[src/rtl/dma_pkg.sv]
// Shared types and constants for the DMA timing/control sequencer.
package dma_pkg;

  localparam int unsigned NUM_CH = 4;
  localparam int unsigned CH_W   = 2;

  typedef logic [CH_W-1:0] chIdx_t;

  typedef enum logic [2:0] {
    IDLE = 3'd0,
    S0   = 3'd1,
    S1   = 3'd2,
    S2   = 3'd3,
    S3   = 3'd4,
    S4   = 3'd5
  } dmaState_t;

  typedef enum logic [1:0] {
    MODE_DEMAND  = 2'b00,
    MODE_SINGLE  = 2'b01,
    MODE_BLOCK   = 2'b10,
    MODE_CASCADE = 2'b11
  } dmaMode_t;

endpackage

[src/rtl/dma_timing_control_arbiter.sv]
// Fixed/rotating channel arbiter; owns the rotation pointer (last serviced channel).
module dma_priority_arbiter
  import dma_pkg::*;
(
  input  logic              clk,
  input  logic              rst,
  input  logic [NUM_CH-1:0] eff,
  input  logic              rotatingPriority,
  input  logic              update,
  input  chIdx_t            servicedCh,
  output logic              grantValid,
  output chIdx_t            grant
);

  chIdx_t lastCh;

  // Reset value makes ch0 the highest-priority channel under rotation.
  always_ff @(posedge clk) begin
    if (rst) begin
      lastCh <= chIdx_t'(NUM_CH - 1);
    end else if (update) begin
      lastCh <= servicedCh;
    end
  end

  // Scan from lowest to highest priority so the highest-priority hit wins.
  always_comb begin
    chIdx_t startCh;
    chIdx_t idx;
    grantValid = 1'b0;
    grant      = '0;
    startCh    = rotatingPriority ? chIdx_t'(lastCh + chIdx_t'(1)) : '0;
    idx        = '0;
    for (int i = int'(NUM_CH) - 1; i >= 0; i--) begin
      idx = chIdx_t'(startCh + chIdx_t'(i));
      if (eff[idx]) begin
        grantValid = 1'b1;
        grant      = idx;
      end
    end
  end

endmodule

[src/rtl/dma_timing_control.sv]
// DMA timing and control sequencer: arbitration, HRQ/HLDA handshake, bus strobes and datapath pulses.
module dma_timing_control
  import dma_pkg::*;
(
  input  logic              clk,
  input  logic              rst,
  input  logic              cs_n,
  input  logic              hlda,
  input  logic [NUM_CH-1:0] dreq,
  input  logic [NUM_CH-1:0] mask,
  input  logic [NUM_CH-1:0] req_reg,
  input  logic              rotating_priority,
  input  logic [7:0]        chan_mode,
  input  logic              is_read,
  input  logic              tc,
  input  logic              eop_n,
  output logic              hrq,
  output logic [NUM_CH-1:0] dack,
  output logic [1:0]        sel,
  output logic              aen,
  output logic              adstb,
  output logic              ld_temp_addr,
  output logic              ld_upper_address,
  output logic              ld_lower_address,
  output logic              addr_gen,
  output logic              memr_n,
  output logic              memw_n,
  output logic              ior_n,
  output logic              iow_n,
  output logic              eop_out,
  output logic [NUM_CH-1:0] clr_sw_req
);

  dmaState_t         state;
  logic              holdLost;
  logic [NUM_CH-1:0] eff;
  logic [NUM_CH-1:0] selOneHot;
  dmaMode_t          selMode;
  logic              grantValid;
  chIdx_t            grant;
  logic              s4Done;
  logic              s4Continue;

  assign eff       = (dreq & ~mask) | req_reg;
  assign selOneHot = NUM_CH'(1) << sel;
  assign selMode   = dmaMode_t'(chan_mode[{sel, 1'b0} +: 2]);
  assign s4Done    = tc | ~eop_n;
  assign s4Continue = ~s4Done & ~holdLost & hlda &
                      ((selMode == MODE_BLOCK) | ((selMode == MODE_DEMAND) & dreq[sel]));

  dma_priority_arbiter uArbiter (
    .clk              (clk),
    .rst              (rst),
    .eff              (eff),
    .rotatingPriority (rotating_priority),
    .update           (state == S4),
    .servicedCh       (sel),
    .grantValid       (grantValid),
    .grant            (grant)
  );

  // Outputs are registered for the state being entered, so they line up with that state.
  always_ff @(posedge clk) begin
    if (rst) begin
      state            <= IDLE;
      holdLost         <= 1'b0;
      sel              <= '0;
      hrq              <= 1'b0;
      aen              <= 1'b0;
      dack             <= '0;
      adstb            <= 1'b0;
      ld_temp_addr     <= 1'b0;
      ld_upper_address <= 1'b0;
      ld_lower_address <= 1'b0;
      addr_gen         <= 1'b0;
      memr_n           <= 1'b1;
      memw_n           <= 1'b1;
      ior_n            <= 1'b1;
      iow_n            <= 1'b1;
      eop_out          <= 1'b0;
      clr_sw_req       <= '0;
    end else begin
      hrq              <= 1'b0;
      aen              <= 1'b0;
      dack             <= '0;
      adstb            <= 1'b0;
      ld_temp_addr     <= 1'b0;
      ld_upper_address <= 1'b0;
      ld_lower_address <= 1'b0;
      addr_gen         <= 1'b0;
      memr_n           <= 1'b1;
      memw_n           <= 1'b1;
      ior_n            <= 1'b1;
      iow_n            <= 1'b1;
      eop_out          <= 1'b0;
      clr_sw_req       <= '0;

      case (state)
        IDLE: begin
          if (cs_n && grantValid) begin
            sel   <= grant;
            hrq   <= 1'b1;
            state <= S0;
          end
        end

        S0: begin
          if (hlda) begin
            hrq              <= 1'b1;
            aen              <= 1'b1;
            adstb            <= 1'b1;
            ld_upper_address <= 1'b1;
            ld_temp_addr     <= 1'b1;
            holdLost         <= 1'b0;
            state            <= S1;
          end else if (!eff[sel]) begin
            state <= IDLE;
          end else begin
            hrq <= 1'b1;
          end
        end

        S1, S2: begin
          hrq              <= 1'b1;
          aen              <= 1'b1;
          dack             <= selOneHot;
          ld_lower_address <= 1'b1;
          if (is_read) memr_n <= 1'b0;
          else         ior_n  <= 1'b0;
          if (state == S2) begin
            if (is_read) iow_n  <= 1'b0;
            else         memw_n <= 1'b0;
          end
          if (!hlda) holdLost <= 1'b1;
          state <= (state == S1) ? S2 : S3;
        end

        S3: begin
          hrq      <= 1'b1;
          aen      <= 1'b1;
          dack     <= selOneHot;
          addr_gen <= 1'b1;
          if (!hlda) holdLost <= 1'b1;
          state <= S4;
        end

        S4: begin
          if (s4Done) begin
            eop_out    <= 1'b1;
            clr_sw_req <= selOneHot;
          end
          if (s4Continue) begin
            hrq              <= 1'b1;
            aen              <= 1'b1;
            adstb            <= 1'b1;
            ld_upper_address <= 1'b1;
            state            <= S1;
          end else begin
            state <= IDLE;
          end
        end

        default: state <= IDLE;
      endcase
    end
  end

endmodule

[config.mk]
export PLATFORM = sky130hd
export DESIGN_NAME = dma_timing_control
export DESIGN_NICKNAME = d
export VERILOG_FILES = /design/src/rtl/dma_pkg.sv /design/src/rtl/dma_timing_control_arbiter.sv /design/src/rtl/dma_timing_control.sv
export SDC_FILE = /design/constraint.sdc
export NUM_CORES = 1
export LEC_CHECK = 0
export CAP_MARGIN = 10
export CORE_ASPECT_RATIO = 0.9
export CORE_UTILIZATION = 40
export DETAILED_ROUTE_END_ITERATION = 10
export DONT_BUFFER_PORTS = 1
export SYNTH_ARGS = -nofsm -noshare
export SYNTH_HDL_FRONTEND = slang
export SYNTH_SLANG_ARGS = --single-unit
[constraint.sdc]
create_clock -name clk -period 1.65 [get_ports clk]
set_input_delay 0 -clock clk [delete_from_list [all_inputs] [get_ports clk]]
set_output_delay 0 -clock clk [all_outputs]
set_load 0.02 [all_outputs]
; ---- Word level (Yosys, flattened, before mapping)
; Cells that the tools add are included.
[op_classes]
n_reduce_logical = 15
n_bitwise = 17
n_mux = 43
order_cmp = 5
shift = 2
addsub = 4
eq_ne = 10
[op_table]
columns = op, n
row1 = $mux 1, 22
row2 = $lt 2x3->1 const B, 5
row3 = $pmux 3 s5, 1
row4 = $bmux 1 s2, 6
row5 = $mux 2, 6
row6 = $mux 3, 4
row7 = $reduce_or 2->1, 5
row8 = $reduce_or 3->1, 3
row9 = $not 1->1, 8
row10 = $shiftx 8x4->2, 1
row11 = $eq 3x2->1 const B, 2
row12 = $eq 3x3->1 const B, 2
row13 = $ne 2x2->1 const B, 3
row14 = $add 2x1->2 const B, 2
row15 = $add 2x2->2 const B, 2
row16 = $and 1x1->1, 4
row17 = $and 4x4->4, 1
row18 = $not 4->4, 1
row19 = $or 4x4->4, 1
row20 = $pmux 1 s2, 2
row21 = $pmux 1 s4, 1
row22 = $reduce_and 2->1, 2
row23 = $shl 1x2->4 const A, 1
row24 = $eq 3x1->1 const B, 1
row25 = 9 further kinds, 10
[word_totals]
wordCells = 113
register_bits = 27
output_inout_bits = 22

; ---- Longest topological paths before layout
[logic_depth]
word_depth = 12
depth_mapped = 6
ltp_nobuf = 5

; ---- By module
; A second synthesis with hierarchy kept.
[hier_totals]
cells_unflattened = 155
area_unflattened_um2 = 1358.8
[by_module_without_submodules]
columns = module, seq_area_each_um2, n_inst, cells_per_inst, area_per_inst_um2
row1 = dma_timing_control, 500.5, 1, 109, 1037.2
row2 = dma_priority_arbiter, 40.0, 1, 46, 321.6

; ---- Worst setup path after synthesis
; No wires, ideal clock.
[synth_path]
path_kind = register to register
start = register sel[0]
end = register hrq
t_required_ps = 1569
setup_ps = 81
n_path_buf = 1
arrival_ps = 1413
slack_ps = 156
path_stages_with_launch = 7
path_cell_list = dfxtp_1 buf_4 nand2_1 or2_1 o32ai_1 o21ai_0 a41oi_1
[synth_between]
elab_chain_cells = 7
word_cells_on_any_way = 14
cone_classes = 1 x eq/ne / 1 x shift / 8 x mux / 3 x bitwise / 1 x reduce/logical
[synth_lines]
columns = item, line
row1 = start: declaration, dma_timing_control.sv:19  ; output logic [1:0] sel,
row2 = start signal: assignment, dma_timing_control.sv:101  ; sel <= grant;
row3 = $shiftx 8x4->2 or $bmux 1 s2 (tied branches), "dma_timing_control.sv:46, dma_timing_control.sv:49"
row4 = $logic_not 2->1 or $mux 1 (tied branches), dma_timing_control.sv:49  ; ((selMode == MODE_BLOCK) | ((selMode == MODE_DEMAND) & dreq[sel]));
row5 = $and 1x1->1, dma_timing_control.sv:49
row6 = $or 1x1->1, dma_timing_control.sv:49
row7 = $and 1x1->1, dma_timing_control.sv:48  ; assign s4Continue = ~s4Done & ~holdLost & hlda &
row8 = $mux 1, dma_timing_control.sv:152  ; if (s4Continue) begin
row9 = $pmux 1 s4 *, dma_timing_control.sv:98  ; case (state)
row10 = end signal: assignment, dma_timing_control.sv:102  ; hrq <= 1'b1;
row11 = end signal: assignment, dma_timing_control.sv:109  ; hrq <= 1'b1;
row12 = end signal: assignment, dma_timing_control.sv:153  ; hrq <= 1'b1;
row13 = end: declaration, dma_timing_control.sv:17  ; output logic hrq,
; Every way passes the cells marked *; elsewhere a longest branch is shown, timed or not. The select of a mux whose other input is x is not followed.
; A chain may end at the register's enable or synchronous reset.

; ---- Worst setup path after layout
[layout_path]
start = register state[1]
end = register sel[1]
[layout_between]
elab_chain_cells = 2
[layout_lines]
columns = item, line
row1 = start: declaration, dma_timing_control.sv:34  ; dmaState_t state;
row2 = start signal: assignment, dma_timing_control.sv:135  ; state <= (state == S1) ? S2 : S3;
row3 = $logic_not 3->1, dma_timing_control.sv:98
row4 = $reduce_and 2->1 (no line), n/a
; No other way between the ends.

==> impl_metrics.ini <==
[synthesis]
synthesis.area_per_instance_sq_um = 8.48
async_flop_share_pct = 0
syn-num-nets = 176
synth_warnings = 0
synthDominantCellAreaShare_pct = 43.1
syn_inst = 148
synth_fa_ha_area_share_pct = 0
netlist.top_cell.by_area = dfxtp_1
synth_top_flop_cell = dfxtp_1
yosysUniqueCellTypes = 46
synth_simple_gate_area_share_pct = 28.7
synth_xor_area_share_pct = 0
synth_edf_count = 0
synthesized_area_fraction_occupied_by_ao_oa_aoi_and_oai_cells_pct = 23.6
post_synth_main_area_contributors = dfxtp_1, nor2_1, nand2_1, nand2b_1, a21oi_1
synth.ff_latch_count = 27
post_synth_instance_area_sq_um = 1250
yosysSeqAreaShare_pct = 43.1
dominant_combinational_cell_family_by_area_after_synthesis = simple AND/OR/NAND/NOR gates
post_synth_mux_area_share_pct = 0

[grt]
grt_max_degree = 15
grt_pass1_vias = 968
global_route_wire_length_before_repair_mm = 4.69
track_usage_pct = 18.9
grt_antenna_before_repair = 0
total_grt_overflow = 0

[clock_tree]
ctsHtreeMaxLevel = 1
numCtsBuffers = 3
clk-insertion-delay-late_ps = 320
clock_path_buffers = 2
clk_transition_reported_paths_ps = 130
cts.root.buffer_cell = clkbuf_4
tritoncts = done
sink_count_of_the_clock_tree = 27
post_cts_buffers = 0

[sta]
timing.max_slew.rel_slack_pct = 62.9
rsz0062_at_grt = false
max_slew.worst_pin.slew_ps = 555
report.final.slew_viol_count = 0
fin_worst_skew_ps = 4.88
max_freq_ghz = 0.645
fin_crit_period_ps = 1550
final-setup-viol-count = 0
timing.final.crit_share_pct = 94.0
setup_total_negative_slack_ps = 0
final_hold_viol_count = 0
finalHoldWorstSlack_ps = 36.7

[worst_setup_path]
timing.critical_path.required_ps = 1860
critical_path_arrival_ps = 1760
critPathLaunchType = flop
r2r-start = state[1]$_SDFFE_PP0P_
crit_path_cell_trace = or3_4 > a311oi_4 > o311a_1 > a211oi_2
worstSetupPathType = reg -> reg
end_kind = flop
slowest_stage = dfxtp_1
regToRegSetupSlack_ps = 100
reg2regPathDepth = 4
critical_path.reg2reg.endpoint = sel[1]$_SDFFE_PP0P_
critical_path.startpoint = state[1]$_SDFFE_PP0P_
critical-path-max-stage-delay_ps = 400
cp_max_fo = 8

[routing]
final_antenna_net_count = 0
post_drt_via_cell_ratio = 5.54
initialDrtViolationCount = 48
drc = 0
drt_pass1_iterations = 4
num_vias = 1114
drt_wl_total_mm = 2.81
wl_per_cell_um = 14.0

[min_path]
timing.hold.worst_endpoint = sel[1]$_SDFFE_PP0P_
holdPathStages = 4
hold_path.startpoint = cs_n
worstHoldPathType = in -> reg

[die]
die_width_um = 61.0
total_core_area_sq_um = 2860
std_cell_rows = 18
boundaryPins = 50
die_footprint_sq_um = 3370
die_height_um = 55.1
initial_core_util_pct = 43.9

[placed_design]
place.port_buffers = 0
gpl.final_weighted_congestion = 0.870
detailed_placement_hpwl_mm = 2.16
placed_cells_incl_taps = 193

[power_and_ir_drop]
power.ir.vdd_worst_v = 0.000322
static-leakage-power_nw = 0.550
power.density_cell_area_nw_per_um2 = 884

[final_layout]
final_layout_size_suffix_gt1_share_pct = 14.9
final_core_utilization_pct = 49.7
commonest_non_fill_non_tap_cell_in_the_layout = dfxtp_1
number_of_fill_cells_in_the_layout = 287
diodes = 0
area_growth_syn_to_layout_pct = 13.2
numnets_final = 190
final_cells = 201
top_library_cells_by_usage_in_the_layout_fill_and_taps_aside = dfxtp_1, nor2_1, nand2_1

[outcome]
outcome = finished clean

[run]
max_cap_violations = 0
sequential cells by signal (all words and copies together) (netlist names), 2 cells and up:
| name | count |
|---|---|
| clr_sw_req | 4 |
| state | 3 |
| sel | 2 |
| dack | 4 |
| uArbiter.lastCh | 2 |
metrics by stage:
step	cell area, sq um	worst slack [ps]	total power, W
after floorplan	1250	156	0.000915
after global placement	1350	159	0.000977
after detailed placement	1350	121	0.000981
after CTS	1420	90.0	0.00127
after global routing	1420	10.9	0.00132
final	1420	98.5	0.00126
kinds of logic (layout without fill, tap and decap cells):
family,Yosys count,in the layout
AO/OA/AOI/OAI,38,38
flip-flops,27,27
buffers and inverters,13,26
AND/OR/NAND/NOR,70,70
timing repair:
action,4_1_cts,5_1_grt
endpoints found under the setup margin,0,3
endpoints found under the hold margin,18,0
gates resized for setup,0,1
hold buffers,4,0
cell type report:
type	instances	area, sq um	share of cell area, %
multi-input combinational	108	657	46.3
clock buffer	4	26.3	1.85
inverter	8	30.0	2.11
tap	40	50.0	3.52
timing repair buffer	14	115	8.11
sequential	27	542	38.1
where the power goes:
| part | total (W) | internal, W | switching, W |
|---|---|---|---|
| Clock | 0.000274 | 0.0000946 | 0.000179 |
| Sequential | 0.000731 | 0.000682 | 0.0000493 |
| Combinational | 0.000250 | 0.000118 | 0.000132 |
layer usage:
metal / vias to the layer above / track usage [%] / wire length (um)
met2: 35 / 30.1 / 1350
met1: 523 / 26.0 / 1310
li1: 554 / - / -
met5: - / 0 / 0
met4: 0 / 4.92 / 8
met3: 2 / 4.19 / 142
worst max-delay path, delay by kind of cell, from the launching register on:
family          cells  cell delay [ps]
flops               1              400
simple gates        1              400
compound gates      3              640
worst max-delay path by stage:
| stage | depth (start not counted) | endpoint | slack (ps) |
|---|---|---|---|
| floorplan | 6 | hrq$_SDFF_PP0_ | 160 |
| global placement | 4 | sel[0]$_SDFFE_PP0P_ | 160 |
| detailed placement | 4 | sel[0]$_SDFFE_PP0P_ | 120 |
| CTS | 4 | aen$_SDFF_PP0_ | 90 |
| global route | 4 | sel[0]$_SDFFE_PP0P_ | 10 |
| finish | 4 | sel[1]$_SDFFE_PP0P_ | 100 |
cells in the mapped netlist, drive strengths merged, types with 2 or more instances:
| cell type | number |
|---|---|
| a21oi | 6 |
| a31oi | 2 |
| o31ai | 2 |
| or3 | 2 |
| or2 | 4 |
| dfxtp | 27 |
| o21ai | 6 |
| nor3 | 6 |
| o32ai | 2 |
| nand3 | 4 |
| nor3b | 2 |
| buf | 4 |
| nor2 | 23 |
| nor2b | 5 |
| inv | 8 |
| o22ai | 3 |
| a2bb2oi | 2 |
| a211oi | 3 |
| nand2b | 6 |
| nand2 | 13 |
(Power assumes the default switching activity.)
